`src/rtl/battle_turn_ctrl.sv`:
```
// Purpose : turn sequencer/arbiter for the battle datapath; round-robin attack grant,
//           GARO settle window, roll sampling, hit resolution and saturating HP damage.
// Latency : ack is high for the cycle after E0+5 (E0 = edge registering the request rise);
//           turn period is SETTLE+3 cycles. Requests are never back-pressured: one
//           request per player is held pending, further edges while pending are dropped.
// Ports   : clk, reset (async active-low); p1_req/p2_req attack requests (rising edge);
//           rnd GARO nibble; rng_run GARO enable; p1_ack/p2_ack turn-resolved pulses;
//           hit (valid with ack); roll last sample; p1_hp/p2_hp; winner; busy.
module battle_turn_ctrl #(
    parameter int HP_INIT    = 9,
    parameter int HIT_THRESH = 7,
    parameter int DMG        = 1,
    parameter int SETTLE     = 3
) (
    input  logic       clk,
    input  logic       reset,
    input  logic       p1_req,
    input  logic       p2_req,
    input  logic [3:0] rnd,
    output logic       rng_run,
    output logic       p1_ack,
    output logic       p2_ack,
    output logic       hit,
    output logic [3:0] roll,
    output logic [3:0] p1_hp,
    output logic [3:0] p2_hp,
    output logic [1:0] winner,
    output logic       busy
);

    localparam logic [3:0] HP0     = 4'(HP_INIT);
    localparam logic [3:0] THRESH  = 4'(HIT_THRESH);
    localparam logic [3:0] DMG4    = 4'(DMG);
    localparam logic [3:0] CNT_TOP = 4'(SETTLE - 1);

    typedef enum logic [2:0] {
        S_IDLE,
        S_SPIN,
        S_SAMPLE,
        S_APPLY,
        S_OVER
    } state_t;

    state_t     state;
    logic [3:0] cnt;
    logic       p1_req_d;
    logic       p2_req_d;
    logic       p1_pend;
    logic       p2_pend;
    // Holds the player of the current (or most recent) turn; doubles as the
    // round-robin "last granted" pointer. 1 = player 2.
    logic       gnt_p2;

    logic       p1_rise;
    logic       p2_rise;
    logic       p1_clr;
    logic       p2_clr;
    logic       grant_p2_nxt;
    logic       roll_hit;
    logic [3:0] opp_hp;
    logic [3:0] opp_new;

    always_comb begin
        p1_rise      = p1_req & ~p1_req_d;
        p2_rise      = p2_req & ~p2_req_d;
        p1_clr       = (state == S_APPLY) && !gnt_p2;
        p2_clr       = (state == S_APPLY) &&  gnt_p2;
        // Both pending: serve whoever was not granted last; otherwise the one pending.
        grant_p2_nxt = (p1_pend && p2_pend) ? !gnt_p2 : !p1_pend;
        roll_hit     = rnd > THRESH;
        opp_hp       = gnt_p2 ? p1_hp : p2_hp;
        opp_new      = opp_hp;
        if (roll_hit) begin
            opp_new = (opp_hp >= DMG4) ? (opp_hp - DMG4) : 4'd0;
        end
    end

    always_ff @(posedge clk or negedge reset) begin
        if (!reset) begin
            state    <= S_IDLE;
            cnt      <= 4'd0;
            p1_req_d <= 1'b0;
            p2_req_d <= 1'b0;
            p1_pend  <= 1'b0;
            p2_pend  <= 1'b0;
            gnt_p2   <= 1'b1;
            rng_run  <= 1'b0;
            p1_ack   <= 1'b0;
            p2_ack   <= 1'b0;
            hit      <= 1'b0;
            roll     <= 4'd0;
            p1_hp    <= HP0;
            p2_hp    <= HP0;
            winner   <= 2'b00;
            busy     <= 1'b0;
        end else begin
            p1_req_d <= p1_req;
            p2_req_d <= p2_req;
            p1_ack   <= 1'b0;
            p2_ack   <= 1'b0;
            hit      <= 1'b0;

            // A fresh rise beats the clear of a turn being retired on the same edge.
            if (state == S_OVER) begin
                p1_pend <= 1'b0;
                p2_pend <= 1'b0;
            end else begin
                p1_pend <= p1_rise | (p1_pend & ~p1_clr);
                p2_pend <= p2_rise | (p2_pend & ~p2_clr);
            end

            case (state)
                S_IDLE: begin
                    if ((p1_pend || p2_pend) && (winner == 2'b00)) begin
                        state   <= S_SPIN;
                        gnt_p2  <= grant_p2_nxt;
                        cnt     <= CNT_TOP;
                        rng_run <= 1'b1;
                        busy    <= 1'b1;
                    end
                end
                S_SPIN: begin
                    if (cnt == 4'd0) begin
                        state   <= S_SAMPLE;
                        rng_run <= 1'b0;
                    end else begin
                        cnt <= cnt - 4'd1;
                    end
                end
                S_SAMPLE: begin
                    roll <= rnd;
                    if (gnt_p2) begin
                        p1_hp <= opp_new;
                    end else begin
                        p2_hp <= opp_new;
                    end
                    if (opp_new == 4'd0) begin
                        winner <= gnt_p2 ? 2'b10 : 2'b01;
                    end
                    p1_ack <= ~gnt_p2;
                    p2_ack <= gnt_p2;
                    hit    <= roll_hit;
                    state  <= S_APPLY;
                end
                S_APPLY: begin
                    busy  <= 1'b0;
                    state <= (winner != 2'b00) ? S_OVER : S_IDLE;
                end
                S_OVER: begin
                    state <= S_OVER;
                end
                default: begin
                    state <= S_IDLE;
                end
            endcase
        end
    end

endmodule

```
`config.mk`:
```
export PLATFORM = sky130hd
export DESIGN_NAME = battle_turn_ctrl
export DESIGN_NICKNAME = d
export VERILOG_FILES = /design/src/rtl/battle_turn_ctrl.sv
export SDC_FILE = /design/constraint.sdc
export NUM_CORES = 1
export LEC_CHECK = 0
export ABC_AREA = 1
export CORE_ASPECT_RATIO = 2
export CORE_MARGIN = 2
export CORE_UTILIZATION = 35
export CTS_BUF_LIST = sky130_fd_sc_hd__clkbuf_4 sky130_fd_sc_hd__clkbuf_8
export CTS_CLUSTER_DIAMETER = 50
export DETAILED_ROUTE_END_ITERATION = 8
export PLACE_DENSITY_LB_ADDON = 0.15
export SLEW_MARGIN = 20
export SYNTH_ARGS = -nofsm -noshare
export SYNTH_HDL_FRONTEND = slang
export SYNTH_SLANG_ARGS = --single-unit
```
`constraint.sdc`:
```
create_clock -name clk -period 4.9 [get_ports clk]
set_input_delay 0.98 -clock clk [delete_from_list [all_inputs] [get_ports clk]]
set_output_delay 0.98 -clock clk [all_outputs]
set_load 0.05 [all_outputs]
```
== Word-level counts from Yosys, hierarchy flattened ==
Index checks and enable logic that the tools add are counted.
Storage, ports and cells
  register bits after elaboration: 31
  output and inout port bits: 19
Operators by class
  add/subtract/negate cells: 2
  magnitude comparators: 2
  equality and inequality tests: 7
  mux-type cells: 21
  bitwise logic cells: 11
  reduce and logical (&&, ||, !) cells: 22
Operators by type and width (count)
  4-bit two-way mux: 5
  3-bit case mux with 5 select lines: 1
  2-bit AND reduction: 6
  3-bit two-way mux: 3
  4-bit zero test: 2
  1-bit two-way mux: 8
  4-bit case mux with 2 select lines: 1
  4-bit by 1-bit subtractor with 4-bit output (second input constant): 2
  3-bit by 2-bit equality test with 1-bit output (second input constant): 2
  2-bit != test (second input constant): 3
  3-bit AND reduction: 2
  2-bit nonzero test: 3
  1-bit inverter: 5
  1-bit AND: 4
  4-bit by 1-bit greater-or-equal comparator with 1-bit output (second input constant): 1
  4-bit by 3-bit greater-than comparator with 1-bit output (second input constant): 1
  1-bit logical AND: 4
  1-bit case mux with 2 select lines: 2
  3-bit by 1-bit equality test with 1-bit output (second input constant): 1
  3-bit equality test (second input constant): 1
  3-bit zero test: 1
  1-bit zero test: 2
  2-bit zero test: 1
  2-bit two-way mux: 1
  2 further kinds: 3

== Longest topological paths before layout ==
Gate-level depths: netlist of run 1.
  depth after elaboration: 6
  depth in mapped cells: 16
  depth with buffers taken out: 15

== Least setup slack after synthesis of run 1 ==
No wires, ideal clock.
  path kind: register to register
  start point: register p1_hp[1]
  end point: register p2_hp[1]
  setup time: 125 ps
  arrival: 1863 ps
  slack: 2912 ps
  stages on the path, launching flop included: 10
  path buffers: 0
  clock period less this slack: 1988 ps
  path through: dfrtp_1 nand2_1 nand2_4 inv_1 ha_1 nor2_1 nand3_2 nand2_2 nand2_4 mux2_4
Between the ends
  longest elaborated chain between the ends: 4
  elaborated cells between the ends (all ways): 5
  classes of those cells: add/sub (1); order compare (1); mux (3)
Ends and longest elaborated chain
  start, declared: line 25  | output logic [3:0] p1_hp,
  start signal, assigned: line 133  | p1_hp <= opp_new;
  4-bit two-way mux *: line 71  | opp_hp = gnt_p2 ? p1_hp : p2_hp;
  4-bit by 1-bit subtractor with 4-bit output / 4-bit by 1-bit greater-or-equal comparator with 1-bit output (equally long branches): line 74  | opp_new = (opp_hp >= DMG4) ? (opp_hp - DMG4) : 4'd0;
  4-bit two-way mux: line 74
  4-bit two-way mux *: line 73  | if (roll_hit) begin
  end signal, assigned: line 135  | p2_hp <= opp_new;
  end, declared: line 26  | output logic [3:0] p2_hp,
Mark *: on every way between the ends. The rest lies on a longest branch, timed or not.
A chain may end at the register's enable or synchronous reset.

== Final worst setup path of run 1 ==
  start point: register p2_hp[0]
  end point: output p2_hp[0]
No word-level cell between the ends.

==> impl_metrics.ini, run 1 <==
[route]
routed_wl_um = 3450
ant_nets = 0
vias_per_cell = 4.67
routedWlPerCell_um = 12.9
initialDrtViolationCount = 20
dr_total_vias = 1252
drt_first_pass_iters = 4
drc = 0

[global_route]
grt_max_degree = 32
grt_overflow = 0
grt_usage = 0.154
antenna_found_initial = 0
first_global_vias = 1399
grt_pass1_wl_um = 6040

[setup_path]
crit_path_max_fanout = 3
worst_path_largest_cell_delay_ns = 0.81
crit_path_start_kind = flop
crit_path_end_kind = output pin
critPathTopFamily = buffers and inverters
critPathArrivalTime_ns = 1.65
path_class = reg -> out
critPathBufInv = 1
crit_required_ns = 3.92
critPathSlowestCell = clkdlybuf4s50_1
crit_chain = clkdlybuf4s50_1

[clocking]
cts_hold_buf = 0
htree_levels = 2
cts_sinks = 31
cts.path.max_buffers = 2
cts_inserted_buffers = 5
cts_resized = 0
path_clk_slew_ns = 0.06
postCtsSetupRepairBufs = 0
tritoncts = built
clk_latency_ns = 0.28
clock-root-buffer = clkbuf_8

[timing]
skew_ns = 0.00318
tightestPinTransition_ns = 0.504
fin_crit_ns = 2.63
tns_ns = 0
maxSlewViolCount = 0
relSlewSlack = 0.663
setup_slack_ns = 2.27
max_freq_mhz = 381
fin_crit_sh = 0.536
setup_violations = 0
finalHoldViolations = 0
rsz0062_at_grt = false

[floorplanning]
die_h_um = 101
core.rowCount = 35
core_area_sq_mm = 0.00460
start_util = 0.360
pin_count = 27
fp.dieW_um = 52.6
die-area_sq_mm = 0.00533

[synth]
synth.cell_area_sq_mm = 0.00166
avgSynthCellArea_sq_um = 9.25
yosysSeqAreaShare = 0.472
synth_cell_type_count = 32
synthMuxAreaShare = 0.0219
syn_nets = 191
synth_top_family_by_area = simple AND/OR/NAND/NOR gates
yosys_register_bits = 31
postSynthCellCount = 179
synth_simple_gate_area_frac = 0.330
synth_area_leaders = dfrtp_1 39%, nand2_1 11%, dfstp_2 7.9%, inv_1 4.8%, nand2_2 3.8%
ys_warn_count = 0
synth-xor-area-share = 0.0106
synthAdderAreaFrac = 0.0302
synth_compound_area_frac = 0.0582
synth_top_area_frac = 0.393
synth_area_leader_cell = dfrtp_1

[min_path]
min_path_type = reg -> reg

[pwr]
irDropWorstVdd_v = 0.000361
p_leak_nw = 1.04
powerDensity_mw_per_mm2 = 753

[place]
dp.cells = 260
pre_cts_slack_ns = 2.53
post-dp-hpwl_um = 2760
port_buffers = 26
place_area_sq_mm = 0.00198
gp_routability_congestion = 0.748

[cells_and_area]
final.fill_count = 465
nNetsFinal = 224
utilization = 0.453
instances_no_fill = 268
syn_to_final_growth_pct = 25.9
drive_above_1_share = 0.230
design_area_sq_mm = 0.00208
antenna_cells = 0

[job]
maxCapViolations = 0

[outcome]
status = completed
==> cell type report <==
class,instances,area (sq um),area share
repair buffers,27,268,0.128
clock buffers,8,104,0.0498
flip-flops and latches,31,782,0.375
inverters,26,115,0.0552
well taps,55,68.8,0.0330
multi-input cells,121,747,0.358
==> layout by cell type (no fill, tap or decap), drive strengths merged <==
| cell | synthesis | routed |
|---|---|---|
| inv | 26 | 26 |
| a31oi | 2 | 2 |
| ha | 4 | 4 |
| buf | 1 | 1 |
| nand2 | 63 | 63 |
| mux2 | 2 | 2 |
| o21bai | 1 | 1 |
| a21oi | 4 | 4 |
| nor2 | 17 | 17 |
| mux2i | 1 | 1 |
| dfstp | 5 | 5 |
| xor2 | 2 | 2 |
| o21a | 1 | 1 |
| clkdlybuf4s50 | 0 | 26 |
| nand3 | 8 | 8 |
| nand4 | 2 | 2 |
| nor3 | 5 | 5 |
| o21ai | 9 | 9 |
| dfrtp | 26 | 26 |
| clkbuf | 0 | 8 |
==> state kept, by name, summed over array words and instances (netlist names), 2 cells and up <==
register	flops
cnt	4
p2_hp	4
roll	4
winner	2
p1_hp	4
state	3
==> power breakdown <==
part	leakage, nW	total [mW]	internal, mW	switching (mW)
sequential	0.363	0.461	0.366	0.0950
clock	0.0549	0.223	0.134	0.0897
combinational	0.625	0.886	0.288	0.598
total	1.04	1.57	0.788	0.782
==> metal layers <==
layer  track usage  share of wire  vias up
met1         0.151           0.35      584
met2         0.280           0.59       24
li1              -              -      629
met3        0.0236          0.021       15
met4         0.103          0.046        0
met5             0              0        -
==> cells in the mapped netlist <==
library cell  count
a21oi_1           4
a31oi_1           2
buf_6             1
dfrtp_1          26
dfstp_2           5
ha_1              4
inv_1            21
inv_12            1
inv_2             3
inv_6             1
mux2_2            1
mux2_4            1
mux2i_1           1
nand2_1          48
nand2_2          10
nand2_4           5
nand3_1           4
nand3_2           4
nand4_1           1
nand4_4           1
nor2_1           11
nor2_2            1
nor2_4            2
nor2_8            3
nor3_1            4
nor3_2            1
o21a_1            1
o21ai_0           7
o21ai_1           1
o21ai_2           1
o21bai_1          1
xor2_1            2
==> stage by stage <==
step                      hold WS (ns)  power (mW)
after floorplan                  0.410        1.12
after global placement           0.431        1.35
after detailed placement         0.442        1.37
after CTS                        0.448        1.60
after global routing             0.478        1.69
final                            0.448        1.57
==> worst paths after layout <==
check                                startpoint               endpoint  slack [ns]  cells after the start
min in group asynchronous                 reset    roll[2]$_DFFE_PN0P_        1.09                      2
max                        p2_hp[0]$_DFFE_PN1P_               p2_hp[0]        2.27                      1
max in group asynchronous                 reset   p2_hp[3]$_DFFE_PN1P_        3.48                      2
min reg2reg                   p1_pend$_DFF_PN0_     gnt_p2$_DFFE_PN1P_        0.45                      1
min                           p1_pend$_DFF_PN0_     gnt_p2$_DFFE_PN1P_        0.45                      1
max reg2reg                  gnt_p2$_DFFE_PN1P_  winner[0]$_DFFE_PN0P_        2.66                     12
==> kinds of logic after synthesis <==
family / after synthesis
and+or+nand+nor: 95
DFF: 31
buffers and inverters: 27
AOI/OAI and AO/OA: 17
adders and majority gates: 4
muxes: 3
xor gates and xnor gates: 2
No activity file was read; power rests on OpenSTA's default activity.
==> run 2: changes to the inputs <==
- clock period: 4.9 -> 2.2 ns (I/O delays scaled with it)
==> impl_metrics.ini, run 2 (same netlist as run 1, synthesis figures left out) <==
[setup_path]
crit_chain = clkdlybuf4s50_1
path_class = reg -> out
critPathSlowestCell = clkdlybuf4s50_1
crit_required_ns = 1.76
rr_startpoint = gnt_p2$_DFFE_PN1P_
crit_path_start_kind = flop
ff2ff_path_depth = 12
worst_path_largest_cell_delay_ns = 0.81
r2r_slack_ns = 0.21
reg2reg_to = winner[0]$_DFFE_PN0P_
crit_path_end_kind = output pin
crit_path_max_fanout = 3
critPathArrivalTime_ns = 1.67
startpoint = p2_hp[0]$_DFFE_PN1P_
critPathTopFamily = buffers and inverters
critPathBufInv = 1

[floorplanning]
pin_count = 27
core.rowCount = 35
die_h_um = 101
die-area_sq_mm = 0.00533
fp.dieW_um = 52.6
core_area_sq_mm = 0.00460
start_util = 0.360

[place]
gp_routability_congestion = 0.778
port_buffers = 26
dp.cells = 261
post-dp-hpwl_um = 2870

[clocking]
path_clk_slew_ns = 0.07
cts_inserted_buffers = 5
tritoncts = built
htree_levels = 2
cts_sinks = 31
clk_latency_ns = 0.28
postCtsSetupRepairBufs = 0
cts.path.max_buffers = 2
clock-root-buffer = clkbuf_8

[global_route]
gr-usage-met3 = 0.0221
antenna_found_initial = 0
grt_usage = 0.151
grt_use_met1 = 0.146
first_global_vias = 1311
grt_max_degree = 32
grt_pass1_wl_um = 5870
grt_overflow = 0
met2_usage = 0.283
grt-busiest-layer = met2

[timing]
max_freq_mhz = 475
relSlewSlack = 0.661
skew_ns = 0.00969
setup_violations = 0
fin_crit_ns = 2.11
rsz0062_at_grt = false
fin_crit_sh = 0.958
tns_ns = 0
tightestPinTransition_ns = 0.507
maxSlewViolCount = 0
finalHoldViolations = 0

[cells_and_area]
drive_above_1_share = 0.248
nNetsFinal = 225
antenna_cells = 0
final.fill_count = 480
instances_no_fill = 269
layout_common_cells = 48 x nand2_1, 26 x dfrtp_1, 24 x clkdlybuf4s50_1
syn_to_final_growth_pct = 25.7
final_common_cell = nand2_1

[route]
initialDrtViolationCount = 20
drt_first_pass_iters = 4
dr_total_vias = 1249
routedWlPerCell_um = 13.2
ant_nets = 0
vias_per_cell = 4.64
routed_wl_um = 3550
drc = 0

[pwr]
intPower_mw = 1.73
switching_power_mw = 1.77
netSwitchingFraction = 0.505
powerDensity_mw_per_mm2 = 1680
p_leak_nw = 1.05
irDropWorstVdd_v = 0.00111
power_mw = 3.50
p_seq_frac = 0.286
combPwrFrac = 0.580
clkPwrFrac = 0.134

[min_path]
holdPathEnd = gnt_p2$_DFFE_PN1P_
min_path_type = reg -> reg
hold_depth = 1
hold_start = p1_pend$_DFF_PN0_

[outcome]
status = completed

[job]
maxCapViolations = 0
[run 2: how the worst max path moves through the flow]
stage	to	slack (ns)	cells after the start
after CTS	p2_hp[0]	0.08	1
after global routing	winner[0]$_DFFE_PN0P_	0.05	14
after floorplan	p2_hp[1]$_DFFE_PN0P_	0.21	9
after detailed placement	winner[0]$_DFFE_PN0P_	0.13	14
after global placement	winner[0]$_DFFE_PN0P_	0.25	12
final	p2_hp[0]	0.09	1
[run 2: stage by stage]
stage | hold slack, ns | setup slack, ns | instance area (sq um) | utilization
2_1_floorplan | 0.144 | 0.212 | 1660 | -
3_3_place_gp | 0.458 | 0.251 | 1980 | 0.431
3_5_place_dp | 0.473 | 0.125 | 1980 | 0.431
4_1_cts | 0.485 | 0.0796 | 2080 | 0.452
5_1_grt | 0.503 | 0.0486 | 2080 | 0.453
6_report | 0.472 | 0.0928 | 2080 | 0.453
[run 2: area by class of cell]
type | instances | area, sq um | area share
Sequential cell | 31 | 782 | 0.376
Clock buffer | 7 | 90.1 | 0.0433
Clock inverter | 1 | 5.00 | 0.00241
Multi-Input combinational cell | 121 | 749 | 0.360
Inverter | 26 | 115 | 0.0553
Tap cell | 55 | 68.8 | 0.0331
Timing Repair Buffer | 28 | 270 | 0.130
[run 2: routing by layer]
layer,up-vias,share of wire
li1,624,-
met1,594,0.35
met2,23,0.60
met3,8,0.022
met4,0,0.031
met5,-,0
[run 2: power by group through the flow]
stage | Sequential [mW] | Combinational, mW | Clock [mW]
floorplan | 1.43 | 1.07 | 0
global placement | 1.00 | 2.00 | 0
detailed placement | 1.01 | 2.05 | 0
CTS | 1.00 | 2.06 | 0.485
global route | 1.03 | 2.21 | 0.511
finish | 1.00 | 2.03 | 0.469
[run 2: repair_timing]
action,CTS,global route
hold buffers,0,0
gates resized for setup,0,1
endpoints found under the setup margin,0,2
endpoints found under the hold margin,0,0
==> run 3: changes to the inputs <==
- CAP_MARGIN: unset -> 10
- CTS_BUF_LIST: sky130_fd_sc_hd__clkbuf_4 sky130_fd_sc_hd__clkbuf_8 -> sky130_fd_sc_hd__clkbuf_4 sky130_fd_sc_hd__clkbuf_8 sky130_fd_sc_hd__clkbuf_16
- SLEW_MARGIN: 20 -> unset
==> results of run 3 <==
The final DEF is identical to that of run 2; final timing and power are the same.
